<file path="config.mk">
export PLATFORM = sky130hd
export DESIGN_NAME = demux1x2_buffered_flat
export DESIGN_NICKNAME = d
export VERILOG_FILES = /design/src/rtl/demux1x2_buffered_if.sv /design/src/rtl/demux1x2_buffered.sv /design/src/flat_wrapper.sv
export SDC_FILE = /design/constraint.sdc
export NUM_CORES = 1
export LEC_CHECK = 0
export CAP_MARGIN = 20
export CORE_MARGIN = 1.5
export CORE_UTILIZATION = 49
export DETAILED_ROUTE_END_ITERATION = 16
export MAX_ROUTING_LAYER = met4
export PLACE_DENSITY_LB_ADDON = 0.05
export SYNTH_ARGS = -nofsm -noshare
export SYNTH_HDL_FRONTEND = slang
export SYNTH_SLANG_ARGS = --single-unit
</file>
<file path="constraint.sdc">
create_clock -name clk -period 1.8 [get_ports clk]
set_input_delay 0.27 -clock clk [delete_from_list [all_inputs] [get_ports clk]]
set_output_delay 0.27 -clock clk [all_outputs]
set_load 0.01 [all_outputs]
</file>
<file path="src/rtl/demux1x2_buffered_if.sv">
// Handshake bundle for the buffered 1:2 demultiplexer: one valid/ready source side,
// two valid/ready sink sides and the per-port delivery counters.
interface demux1x2_buffered_if #(
   parameter int unsigned WIDTH = 4
);
   localparam int unsigned CNT_W = 8;

   logic             E;
   logic             in_valid;
   logic             in_sel;
   logic [WIDTH-1:0] in_data;
   logic             in_ready;

   logic             out0_valid;
   logic             out0_ready;
   logic [WIDTH-1:0] out0_data;
   logic             out1_valid;
   logic             out1_ready;
   logic [WIDTH-1:0] out1_data;

   logic [CNT_W-1:0] cnt0;
   logic [CNT_W-1:0] cnt1;

   // Environment side: drives the source and the sink readies.
   modport master (
      output E, in_valid, in_sel, in_data, out0_ready, out1_ready,
      input  in_ready, out0_valid, out0_data, out1_valid, out1_data, cnt0, cnt1
   );

   // Demultiplexer side.
   modport slave (
      input  E, in_valid, in_sel, in_data, out0_ready, out1_ready,
      output in_ready, out0_valid, out0_data, out1_valid, out1_data, cnt0, cnt1
   );
endinterface

</file>
<file path="src/rtl/demux1x2_buffered.sv">
// Sequential 1:2 demultiplexer: each input word is steered by in_sel into one of two
// independent 2-entry FIFOs, so a stalled sink never blocks traffic to the other.
module demux1x2_buffered #(
   parameter int unsigned WIDTH = 4
) (
   input logic               clk,
   input logic               rst,
   demux1x2_buffered_if.slave bus
);
   localparam int unsigned CNT_W   = 8;
   localparam int unsigned N_PORTS = 2;

   typedef enum logic [1:0] {
      ST_EMPTY = 2'd0,
      ST_ONE   = 2'd1,
      ST_TWO   = 2'd2
   } fifo_state_e;

   fifo_state_e      r_state    [N_PORTS];
   fifo_state_e      w_state_nxt[N_PORTS];
   logic [WIDTH-1:0] r_head     [N_PORTS];
   logic [WIDTH-1:0] w_head_nxt [N_PORTS];
   logic [WIDTH-1:0] r_tail     [N_PORTS];
   logic [WIDTH-1:0] w_tail_nxt [N_PORTS];
   logic [CNT_W-1:0] r_cnt      [N_PORTS];
   logic [CNT_W-1:0] w_cnt_nxt  [N_PORTS];

   logic             w_out_ready[N_PORTS];
   logic             w_push     [N_PORTS];
   logic             w_pop      [N_PORTS];
   logic             w_in_ready;

   assign w_out_ready[0] = bus.out0_ready;
   assign w_out_ready[1] = bus.out1_ready;

   // Only the selected FIFO's fullness gates acceptance; no path from the sink readies.
   assign w_in_ready = bus.E && (r_state[bus.in_sel] != ST_TWO);

   // Next-state and datapath for both FIFOs.
   always_comb begin
      for (int p = 0; p < int'(N_PORTS); p++) begin
         w_state_nxt[p] = r_state[p];
         w_head_nxt[p]  = r_head[p];
         w_tail_nxt[p]  = r_tail[p];
         w_cnt_nxt[p]   = r_cnt[p];
         w_push[p]      = bus.in_valid && w_in_ready && (bus.in_sel == 1'(p));
         w_pop[p]       = (r_state[p] != ST_EMPTY) && w_out_ready[p];

         case (r_state[p])
            ST_EMPTY: begin
               if (w_push[p]) begin
                  w_state_nxt[p] = ST_ONE;
                  w_head_nxt[p]  = bus.in_data;
               end
            end
            ST_ONE: begin
               if (w_push[p] && w_pop[p]) begin
                  w_head_nxt[p] = bus.in_data;
               end else if (w_push[p]) begin
                  w_state_nxt[p] = ST_TWO;
                  w_tail_nxt[p]  = bus.in_data;
               end else if (w_pop[p]) begin
                  w_state_nxt[p] = ST_EMPTY;
               end
            end
            ST_TWO: begin
               // A push is impossible here because in_ready is low for this port.
               if (w_pop[p]) begin
                  w_state_nxt[p] = ST_ONE;
                  w_head_nxt[p]  = r_tail[p];
               end
            end
            default: begin
               w_state_nxt[p] = ST_EMPTY;
            end
         endcase

         if (w_pop[p]) begin
            w_cnt_nxt[p] = r_cnt[p] + CNT_W'(1);
         end
      end
   end

   // State registers; reset discards any buffered words.
   always_ff @(posedge clk) begin
      if (rst) begin
         for (int p = 0; p < int'(N_PORTS); p++) begin
            r_state[p] <= ST_EMPTY;
            r_head[p]  <= '0;
            r_tail[p]  <= '0;
            r_cnt[p]   <= '0;
         end
      end else begin
         for (int p = 0; p < int'(N_PORTS); p++) begin
            r_state[p] <= w_state_nxt[p];
            r_head[p]  <= w_head_nxt[p];
            r_tail[p]  <= w_tail_nxt[p];
            r_cnt[p]   <= w_cnt_nxt[p];
         end
      end
   end

   assign bus.in_ready   = w_in_ready;
   assign bus.out0_valid = (r_state[0] != ST_EMPTY);
   assign bus.out1_valid = (r_state[1] != ST_EMPTY);
   assign bus.out0_data  = r_head[0];
   assign bus.out1_data  = r_head[1];
   assign bus.cnt0       = r_cnt[0];
   assign bus.cnt1       = r_cnt[1];
endmodule
</file>
<file path="src/flat_wrapper.sv">
// flat-port wrapper written by rule: the top's interface ports become plain ports
module demux1x2_buffered_flat 
#(
   parameter int unsigned WIDTH = 4
)
  (clk, rst, bus_E, bus_in_valid, bus_in_sel, bus_in_data, bus_out0_ready, bus_out1_ready, bus_in_ready, bus_out0_valid, bus_out0_data, bus_out1_valid, bus_out1_data, bus_cnt0, bus_cnt1);
  demux1x2_buffered_if #(.WIDTH(WIDTH)) bus_i ();
  input logic clk;
  input logic rst;
  input wire logic [$bits(bus_i.E)-1:0] bus_E;
  input wire logic [$bits(bus_i.in_valid)-1:0] bus_in_valid;
  input wire logic [$bits(bus_i.in_sel)-1:0] bus_in_sel;
  input wire logic [$bits(bus_i.in_data)-1:0] bus_in_data;
  input wire logic [$bits(bus_i.out0_ready)-1:0] bus_out0_ready;
  input wire logic [$bits(bus_i.out1_ready)-1:0] bus_out1_ready;
  output wire logic [$bits(bus_i.in_ready)-1:0] bus_in_ready;
  output wire logic [$bits(bus_i.out0_valid)-1:0] bus_out0_valid;
  output wire logic [$bits(bus_i.out0_data)-1:0] bus_out0_data;
  output wire logic [$bits(bus_i.out1_valid)-1:0] bus_out1_valid;
  output wire logic [$bits(bus_i.out1_data)-1:0] bus_out1_data;
  output wire logic [$bits(bus_i.cnt0)-1:0] bus_cnt0;
  output wire logic [$bits(bus_i.cnt1)-1:0] bus_cnt1;
  assign bus_i.E = bus_E;
  assign bus_i.in_valid = bus_in_valid;
  assign bus_i.in_sel = bus_in_sel;
  assign bus_i.in_data = bus_in_data;
  assign bus_i.out0_ready = bus_out0_ready;
  assign bus_i.out1_ready = bus_out1_ready;
  assign bus_in_ready = bus_i.in_ready;
  assign bus_out0_valid = bus_i.out0_valid;
  assign bus_out0_data = bus_i.out0_data;
  assign bus_out1_valid = bus_i.out1_valid;
  assign bus_out1_data = bus_i.out1_data;
  assign bus_cnt0 = bus_i.cnt0;
  assign bus_cnt1 = bus_i.cnt1;
  demux1x2_buffered #(.WIDTH(WIDTH)) u_core (.clk(clk), .rst(rst), .bus(bus_i));
endmodule
</file>
==> flow_metrics.env, run 1 <==
export IMPL_ff2ff_setup_slack_ns=0.35
export IMPL_drive_gt1_share_pct=10.7
export IMPL_final_common_cell="clkdlybuf4s50_1"
export IMPL_crit_path_cell_trace="or2_2, clkdlybuf4s50_1"
export IMPL_hold_depth=2
export IMPL_min_from="u_core.r_cnt[0][1]"
export IMPL_slew_viol_final=0
export IMPL_syn_area_um2=1640
export IMPL_intPower_mw=1.27
export IMPL_drc_errors=0
export IMPL_clkLatencyLatePin_ns=0.34
export IMPL_yosysWarnings=0
export IMPL_required_ns=1.53
export IMPL_share_clk_of_total_power_pct=38.9
export IMPL_grt_util_met3_pct=4.69
export IMPL_busiest_layer="met2"
export IMPL_critical_path_buf_inv_count=1
export IMPL_ys_ff_latch=36
export IMPL_antenna_found_initial=0
export IMPL_post_dp_cell_area_um2=2100
export IMPL_worst_clock_skew_ns=0.00759
export IMPL_first_pass_iters=4
export IMPL_holdCritPathClass="register to register"
export IMPL_period_share_pct=96.1
export IMPL_r2r_start="u_core.r_state[1][1]"
export IMPL_setup_viol=0
export IMPL_antennaDiodeCount=0
export IMPL_syn_avg_cell_area_um2=9.22
export IMPL_synth_edf_count=0
export IMPL_slowest_delay_ns=0.48
export IMPL_postCtsSetupBuffers=0
export IMPL_seq_area_um2=723
export IMPL_area_delta_synth_final_pct=33.9
export IMPL_syn_num_nets=191
export IMPL_synthFlopType="dfxtp_1"
export IMPL_cts_tree="built"
export IMPL_cp_max_fo=7
export IMPL_layout_common_cells="clkdlybuf4s50_1, dfxtp_1, nor2_1"
export IMPL_drtIter0Drc=56
export IMPL_grt_pass1_vias=1248
export IMPL_cp_start_kind="register"
export IMPL_cts_made_buffers=5
export IMPL_wl_per_cell_um=12.5
export IMPL_vias_per_cell=5.27
export IMPL_port_buffers=37
export IMPL_r2r_end="u_core.r_head[0][4]"
export IMPL_fmax_mhz=578
export IMPL_status="completed"
export IMPL_multiInputGateArea_um2=865
export IMPL_finalPower_mw=1.62
export IMPL_comb_power_share_pct=10.0
export IMPL_p_leak_nw=0.901
export IMPL_r2r_cells=4
export IMPL_clkTransAtPathRegs_ns=0.11
export IMPL_arrival_ns=1.46
export IMPL_drt_antenna_violating_nets=0
export IMPL_critPathTopFamily="buffers and inverters"
export IMPL_grtUsageMet1_pct=22.3
export IMPL_ys_seq_area_share_pct=43.9
export IMPL_use_met2_pct=33.9
export IMPL_min_to="u_core.r_cnt[0][1]"
export IMPL_overflow=0
export IMPL_ir_drop_v=0.000704
export IMPL_p_sw_uw=346
export IMPL_dp_slack_ns=-0.223
export IMPL_swShare_pct=21.4
export IMPL_wl_um=3370
export IMPL_start_util_pct=52.4
export IMPL_drv_cap=0
export IMPL_p_per_area_nw_per_um2=737
export IMPL_cts_max_level=2
export IMPL_via_count=1418
export IMPL_fp_row_count=20
export IMPL_grt_max_degree=14
export IMPL_async_flop_share_pct=0
export IMPL_syn_inst=178
export IMPL_synth_cell_types=38
export IMPL_root_buffer="clkbuf_4"
export IMPL_coreArea_um2=3130
export IMPL_clock_path_buffers=2
export IMPL_relSlewSlack_pct=66.0
export IMPL_grt_usage_pct=20.2
export IMPL_hold_violations=0
export IMPL_io_pin_count=38
export IMPL_min_period_ns=1.73
export IMPL_routabilityCongestion=0.817
export IMPL_fillers=256
export IMPL_crit_path_end_kind="primary output"
export IMPL_rsz0062_at_grt="false"
export IMPL_fin_nets=237
export IMPL_die_w_um=60.9
export IMPL_dieArea_um2=3700
export IMPL_utilization_pct=70.2
export IMPL_pwr_share_seq_pct=51.1
export IMPL_clock_sinks=36
export IMPL_worst_slew_pin_transition_ns=0.505
export IMPL_layout_setup_ws_ns=0.0708
export IMPL_final_cell_area_um2=2200
export IMPL_grt_pass1_wl_um=5290
export IMPL_crit_type="register to primary output"
export IMPL_slowest_stage="clkdlybuf4s50_1"
export IMPL_die_h_um=60.9
export IMPL_hpwlAfterDp_um=2460
==> cell usage after synthesis, drive strengths merged (2+ instances only) <==
| cell | number | area share [%] |
|---|---|---|
| o21a | 4 | 1.8 |
| o311a | 3 | 1.8 |
| a211oi | 4 | 1.8 |
| ha | 2 | 1.5 |
| or3 | 2 | 0.76 |
| clkbuf | 5 | 1.1 |
| nand2 | 10 | 2.3 |
| inv | 2 | 0.46 |
| and3 | 3 | 1.2 |
| nand2b | 2 | 0.76 |
| nor3 | 6 | 1.8 |
| nor2 | 27 | 6.2 |
| xnor2 | 6 | 3.2 |
| dfxtp | 36 | 44 |
| xor2 | 6 | 3.2 |
| mux2i | 17 | 10 |
| nand4 | 7 | 2.7 |
| o21ai | 8 | 2.4 |
| nand3b | 3 | 1.4 |
| buf | 4 | 1.8 |
| a21oi | 6 | 1.8 |
| nand3 | 3 | 0.92 |
==> sequential cells by signal, indices dropped and copies added, names as in the netlist <==
signal          count
u_core.r_state      4
u_core.r_cnt       16
u_core.r_tail       8
u_core.r_head       8
==> per-layer routing <==
| layer | vias up | share of wire (%) |
|---|---|---|
| li1 | 723 | - |
| met1 | 659 | 44 |
| met2 | 34 | 51 |
| met3 | 2 | 4.0 |
| met4 | 0 | 0.45 |
| met5 | - | 0 |
==> metrics by stage <==
step	TNS, ns	hold WS (ns)	instances
5_1_grt	0	0.534	269
6_report	0	0.500	269
3_5_place_dp	-1.22	0.481	261
4_1_cts	0	0.509	269
3_3_place_gp	-0.816	0.475	261
2_1_floorplan	0	0.414	178
==> power by group through the flow <==
stage | sequential (mW) | combinational (mW) | clock, mW
floorplan | 0.849 | 0.0682 | 0
global placement | 0.844 | 0.161 | 0
detailed placement | 0.845 | 0.163 | 0
CTS | 0.827 | 0.164 | 0.651
global route | 0.830 | 0.176 | 0.682
finish | 0.827 | 0.162 | 0.629
==> worst min-delay path: stages, from the launching register on <==
cell	delay, ns
dfxtp_1	0.35
nand2_1	0.06
a21oi_1	0.05
==> layout make-up <==
class / count / share of cell area [%]
clock buffer: 7 / 2.96
clock inverter: 1 / 1.37
inverter: 2 / 0.342
multi-input combinational: 131 / 39.4
sequential: 36 / 32.9
tap: 44 / 2.51
timing repair buffer: 48 / 20.6
==> cell families (layout without fill, tap and decap cells) <==
kind of cell / count (synthesis) / count (layout) / synth area share [%]
multiplexers: 17 / 17 / 10.4
adder cells (fa/ha/maj): 2 / 2 / 1.53
AO/OA/AOI/OAI: 31 / 31 / 13.7
flip-flops: 36 / 36 / 43.9
XOR/XNOR: 12 / 12 / 6.41
AND/OR/NAND/NOR: 69 / 69 / 20.7
buffers and inverters: 11 / 58 / 3.36
==> how the worst max path moves through the flow <==
stage                         startpoint                  end  slack [ns]  cells after the start
floorplan           u_core.r_state[0][0]  u_core.r_tail[0][3]        0.44                      5
global placement              bus_in_sel  u_core.r_tail[0][4]       -0.11                      5
detailed placement            bus_in_sel  u_core.r_head[0][2]       -0.22                      6
CTS                 u_core.r_state[0][0]       bus_out0_valid        0.05                      2
global route        u_core.r_state[1][0]       bus_out1_valid      0.0007                      3
finish              u_core.r_state[0][0]       bus_out0_valid        0.07                      2
==> what timing repair did <==
action	4_1_cts	5_1_grt
gates resized for setup	3	0
setup endpoints to repair	1	0
hold buffers	0	0
Power figures use the tool's default switching activity.
==> run 2: changes to the inputs <==
--- a/config.mk
+++ b/config.mk
@@ -9,6 +9,7 @@
 export CORE_MARGIN = 1.5
 export CORE_UTILIZATION = 49
 export DETAILED_ROUTE_END_ITERATION = 16
+export GPL_TIMING_DRIVEN = 0
 export MAX_ROUTING_LAYER = met4
 export PLACE_DENSITY_LB_ADDON = 0.05
 export SYNTH_ARGS = -nofsm -noshare
==> run 2 against run 1 <==
Final area decreased by 3.7%. Power decreased by 17%. Cell count decreased by 1.9%. Hold slack got worse by 0.19 ns. Die area stayed put. Setup slack gained 0.019 ns. Sequential share of layout area grew 1.4 points. Count of clock-buffer cells in the layout is 2 lower. Clock skew decreased by 0.0059 ns. First-iteration DRC count up 25%.
==> flow_metrics.env, run 2 (synthesis gave the netlist of run 1 again) <==
export IMPL_required_ns=1.53
export IMPL_setup_viol=0
export IMPL_antenna_found_initial=0
export IMPL_worst_clock_skew_ns=0.00166
export IMPL_fmax_mhz=585
export IMPL_drt_antenna_violating_nets=0
export IMPL_rsz0062_at_grt="false"
export IMPL_holdCritPathClass="input pin to register"
export IMPL_first_pass_iters=4
export IMPL_cp_max_fo=7
export IMPL_via_count=1422
export IMPL_cp_start_kind="register"
export IMPL_grt_max_degree=11
export IMPL_drv_cap=0
export IMPL_start_util_pct=52.4
export IMPL_largest_reg_flops=16
export IMPL_coreArea_um2=3130
export IMPL_status="completed"
export IMPL_ir_drop_v=0.000460
export IMPL_port_buffers=36
export IMPL_grt_pass1_vias=1260
export IMPL_min_period_ns=1.71
export IMPL_arrival_ns=1.44
export IMPL_wl_per_cell_um=12.5
export IMPL_drc_errors=0
export IMPL_hold_ws_ns=0.311
export IMPL_ff2ff_setup_slack_ns=0.25
export IMPL_reg_largest_list="u_core.r_cnt: 16 flops, u_core.r_head: 8 flops, u_core.r_tail: 8 flops"
export IMPL_cts_max_level=2
export IMPL_drive_gt1_share_pct=8.18
export IMPL_grt_usage_pct=20.6
export IMPL_dieArea_um2=3700
export IMPL_hold_violations=0
export IMPL_fp_row_count=20
export IMPL_p_per_area_nw_per_um2=636
export IMPL_fin_nets=235
export IMPL_die_h_um=60.9
export IMPL_tns_ns=0
export IMPL_min_to="u_core.r_head[0][3]"
export IMPL_r2r_cells=5
export IMPL_r2r_start="u_core.r_state[1][1]"
export IMPL_hpwlAfterDp_um=2440
export IMPL_clkTransAtPathRegs_ns=0.10
export IMPL_crit_path_end_kind="primary output"
export IMPL_clock_sinks=36
export IMPL_cts_tree="built"
export IMPL_layout_common_cells="clkdlybuf4s50_1, dfxtp_1, nor2_1"
export IMPL_crit_type="register to primary output"
export IMPL_io_pin_count=38
export IMPL_die_w_um=60.9
export IMPL_overflow=0
export IMPL_worst_slew_pin_transition_ns=0.509
export IMPL_routabilityCongestion=0.815
export IMPL_cts_made_buffers=5
export IMPL_period_share_pct=95.0
export IMPL_hold_depth=2
export IMPL_r2r_end="u_core.r_head[0][4]"
export IMPL_relSlewSlack_pct=66.1
export IMPL_drtIter0Drc=70
export IMPL_p_leak_nw=0.855
export IMPL_regMostFlops="u_core.r_cnt"
export IMPL_slew_viol_final=0
export IMPL_grt_pass1_wl_um=5380
export IMPL_wl_um=3300
export IMPL_clkLatencyLatePin_ns=0.33
export IMPL_area_delta_synth_final_pct=29.0
export IMPL_vias_per_cell=5.39
export IMPL_root_buffer="clkbuf_4"
export IMPL_antennaDiodeCount=0
export IMPL_clock_path_buffers=2
export IMPL_min_from="rst"
==> run 2: changes by cell type in the layout (fill, tap and decap cells not counted), moves of 2 or more <==
cell             delta
buf_4               -7
clkbuf_1            +4
clkbuf_8            -2
clkdlybuf4s50_1     -2
==> run 2: worst max-delay path by stage <==
stage                               from                   to  cells after the start
finish              u_core.r_state[1][1]         bus_in_ready                      5
global route        u_core.r_state[0][0]         bus_in_ready                      3
CTS                 u_core.r_state[1][1]         bus_in_ready                      5
detailed placement            bus_in_sel  u_core.r_tail[0][0]                      6
global placement              bus_in_sel  u_core.r_tail[0][2]                      6
floorplan           u_core.r_state[0][0]  u_core.r_tail[0][3]                      5
==> run 2: critical path, cell delays in order, from the launching register on <==
cell	delay, ns
dfxtp_4	0.38
nor2b_1	0.13
buf_4	0.15
nand2_1	0.08
o211a_1	0.14
clkdlybuf4s15_1	0.22
==> run 2: metal layers <==
metal / global-route usage, % / vias to the layer above / part of all wire [%]
met3: 4.48 / 6 / 4.2
met5: - / - / 0
li1: - / 712 / -
met1: 22.4 / 669 / 45
met2: 34.3 / 35 / 49
met4: 12.1 / 0 / 1.9
==> run 2: where the power goes <==
group | internal (mW) | switching, mW
Clock | 0.130 | 0.239
Sequential | 0.812 | 0.0129
Combinational | 0.0798 | 0.0718
==> run 2: cell type report <==
cell class,count,area [µm²]
Buffer,8,46.3
Clock buffer,5,37.5
Fill cell,263,1010
Inverter,2,7.51
Multi-Input combinational cell,131,870
Sequential cell,36,726
Tap cell,44,55.1
Timing Repair Buffer,38,374
==> run 2: repair_timing <==
item                       4_1_cts  5_1_grt
hold buffers                     0        0
buffers inserted                 0        2
gates resized for setup          7        2
setup endpoints to repair        2        2
==> run 2: through the flow <==
step	std cells	instance area [µm²]	power, mW	setup slack [ns]	util, %
2_1_floorplan	178	1640	0.917	0.440	-
3_3_place_gp	258	2060	0.994	-0.166	65.7
3_5_place_dp	258	2060	0.997	-0.228	65.7
4_1_cts	262	2100	1.36	0.0465	67.0
5_1_grt	264	2120	1.40	0.000862	67.6
6_report	264	2120	1.35	0.0895	67.6
==> run 3: changes to the inputs <==
--- a/config.mk
+++ b/config.mk
@@ -7,7 +7,7 @@
 export LEC_CHECK = 0
 export CAP_MARGIN = 20
 export CORE_MARGIN = 1.5
-export CORE_UTILIZATION = 49
+export CORE_UTILIZATION = 45
 export DETAILED_ROUTE_END_ITERATION = 16
 export GPL_TIMING_DRIVEN = 0
 export MAX_ROUTING_LAYER = met4
==> run 3 against run 2 <==
Combinational power barely moved. Clock skew rose by 0.0039 ns. Hold slack got worse by 0.019 ns. Cell count grew 0.76%. Largest power group unchanged. Die area up 8.4%. First-iteration DRC count down 5.7%. Highest routed layer unchanged.
==> flow_metrics.env, run 3 (synthesis gave the netlist of run 1 again) <==
export IMPL_ir_drop_v=0.000450
export IMPL_routabilityCongestion=0.769
export IMPL_cts_max_level=2
export IMPL_period_share_pct=95.6
export IMPL_grt_max_degree=11
export IMPL_antenna_found_initial=0
export IMPL_hold_violations=0
export IMPL_p_per_area_nw_per_um2=639
export IMPL_clock_sinks=36
export IMPL_comb_power_share_pct=11.3
export IMPL_cts_tree="built"
export IMPL_clkTransAtPathRegs_ns=0.09
export IMPL_holdCritPathClass="input pin to register"
export IMPL_worst_clock_skew_ns=0.00554
export IMPL_pwr_share_seq_pct=61.0
export IMPL_cp_max_fo=7
export IMPL_coreArea_um2=3420
export IMPL_dieArea_um2=4020
export IMPL_vias_per_cell=5.37
export IMPL_relSlewSlack_pct=64.1
export IMPL_swShare_pct=24.4
export IMPL_m1WireLength_um=1550
export IMPL_fmax_mhz=581
export IMPL_p_leak_nw=0.857
export IMPL_p_sw_uw=330
export IMPL_postCtsHoldBufs=0
export IMPL_rsz0062_at_grt="false"
export IMPL_crit_type="register to primary output"
export IMPL_die_w_um=63.4
export IMPL_drc_errors=0
export IMPL_drive_gt1_share_pct=8.18
export IMPL_drtIter0Drc=66
export IMPL_setup_viol=0
export IMPL_routed_top_layer="met4"
export IMPL_utilization_pct=62.1
export IMPL_wl_um=3440
export IMPL_overflow=0
export IMPL_required_ns=1.53
export IMPL_wl_met2_um=1690
export IMPL_largest_reg_flops=16
export IMPL_area_delta_synth_final_pct=29.2
export IMPL_io_pin_count=38
export IMPL_status="completed"
export IMPL_placedCellCount=260
export IMPL_start_util_pct=48.0
export IMPL_grt_pass1_wl_um=5750
export IMPL_fp_row_count=21
export IMPL_crit_path_end_kind="primary output"
export IMPL_tns_ns=0
export IMPL_grt_usage_pct=18.8
export IMPL_regMostFlops="u_core.r_cnt"
export IMPL_root_buffer="clkbuf_4"
export IMPL_layout_common_cells="clkdlybuf4s50_1, dfxtp_1, nor2_1"
export IMPL_arrival_ns=1.45
export IMPL_post_dp_cell_area_um2=2060
export IMPL_intPower_mw=1.02
export IMPL_drt_antenna_violating_nets=0
export IMPL_via_count=1428
export IMPL_first_pass_iters=4
export IMPL_min_period_ns=1.72
export IMPL_worst_slew_pin_transition_ns=0.533
export IMPL_grt_pass1_vias=1319
export IMPL_fillers=307
export IMPL_share_clk_of_total_power_pct=27.7
export IMPL_antennaDiodeCount=0
export IMPL_reg_largest_list="u_core.r_cnt: 16 flops, u_core.r_head: 8 flops, u_core.r_tail: 8 flops"
export IMPL_port_buffers=36
export IMPL_drv_cap=0
export IMPL_die_h_um=63.4
export IMPL_final_cell_area_um2=2120
export IMPL_wl_per_cell_um=12.9
export IMPL_layoutNonFillerInstCount=266
export IMPL_met3_length_um=124
export IMPL_cp_start_kind="register"
export IMPL_hpwlAfterDp_um=2550
export IMPL_clock_path_buffers=2
export IMPL_fin_nets=235
export IMPL_clkLatencyLatePin_ns=0.33
export IMPL_cts_made_buffers=5
export IMPL_slew_viol_final=0
==> run 3: cell types whose count changed in the layout (fill, tap and decap cells not counted), sizes merged <==
cell / change
clkdlybuf4s15: -1
dlygate4sd2: +1
==> run 3: final timing paths <==
path	startpoint	endpoint	slack [ns]	cells after the start
max	u_core.r_state[1][1]	bus_in_ready	0.08	5
min	rst	u_core.r_head[0][3]	0.29	2
max reg2reg	u_core.r_state[0][0]	u_core.r_tail[0][2]	0.30	5
min reg2reg	u_core.r_head[0][2]	u_core.r_head[0][2]	0.50	2
==> run 3: power groups by stage <==
stage | combinational (mW) | clock (mW) | sequential [mW]
after floorplan | 0.0682 | 0 | 0.849
after global placement | 0.151 | 0 | 0.843
after detailed placement | 0.154 | 0 | 0.844
after CTS | 0.153 | 0.387 | 0.826
after global routing | 0.166 | 0.427 | 0.829
final | 0.153 | 0.375 | 0.826
==> run 3: layer usage <==
metal	global-route usage, %	vias to the layer above
met3	4.82	8
met4	7.61	0
met2	32.4	28
met1	20.7	676
li1	-	716
met5	-	-
==> run 3: worst max-delay path: stages, from the launching register on <==
cell,delay (ns)
dfxtp_2,0.39
nor2b_2,0.15
buf_4,0.13
nand2_1,0.05
o211a_1,0.12
dlygate4sd2_1,0.28
==> run 3: layout make-up <==
cell class	count	area, µm²	area share, %
plain buffers	8	46.3	2.18
flip-flops and latches	36	723	34.1
multi-input cells	131	875	41.3
well taps	46	57.6	2.72
inverters	2	7.51	0.354
repair buffers	38	373	17.6
clock buffers	5	37.5	1.77
==> run 3: timing repair <==
item / in CTS / in global routing
setup endpoints to repair: 2 / 1
hold endpoints to repair: 0 / 0
pin swaps: 0 / 0
setup buffers: 0 / 2
resized for setup: 5 / 3
==> run 3: stage by stage <==
stage | total power [mW] | setup WS (ns) | hold WS [ns]
6_report | 1.35 | 0.0794 | 0.292
3_3_place_gp | 0.994 | -0.162 | 0.475
5_1_grt | 1.42 | 0.00235 | 0.311
4_1_cts | 1.37 | 0.0170 | 0.294
3_5_place_dp | 0.998 | -0.218 | 0.488
2_1_floorplan | 0.917 | 0.440 | 0.414
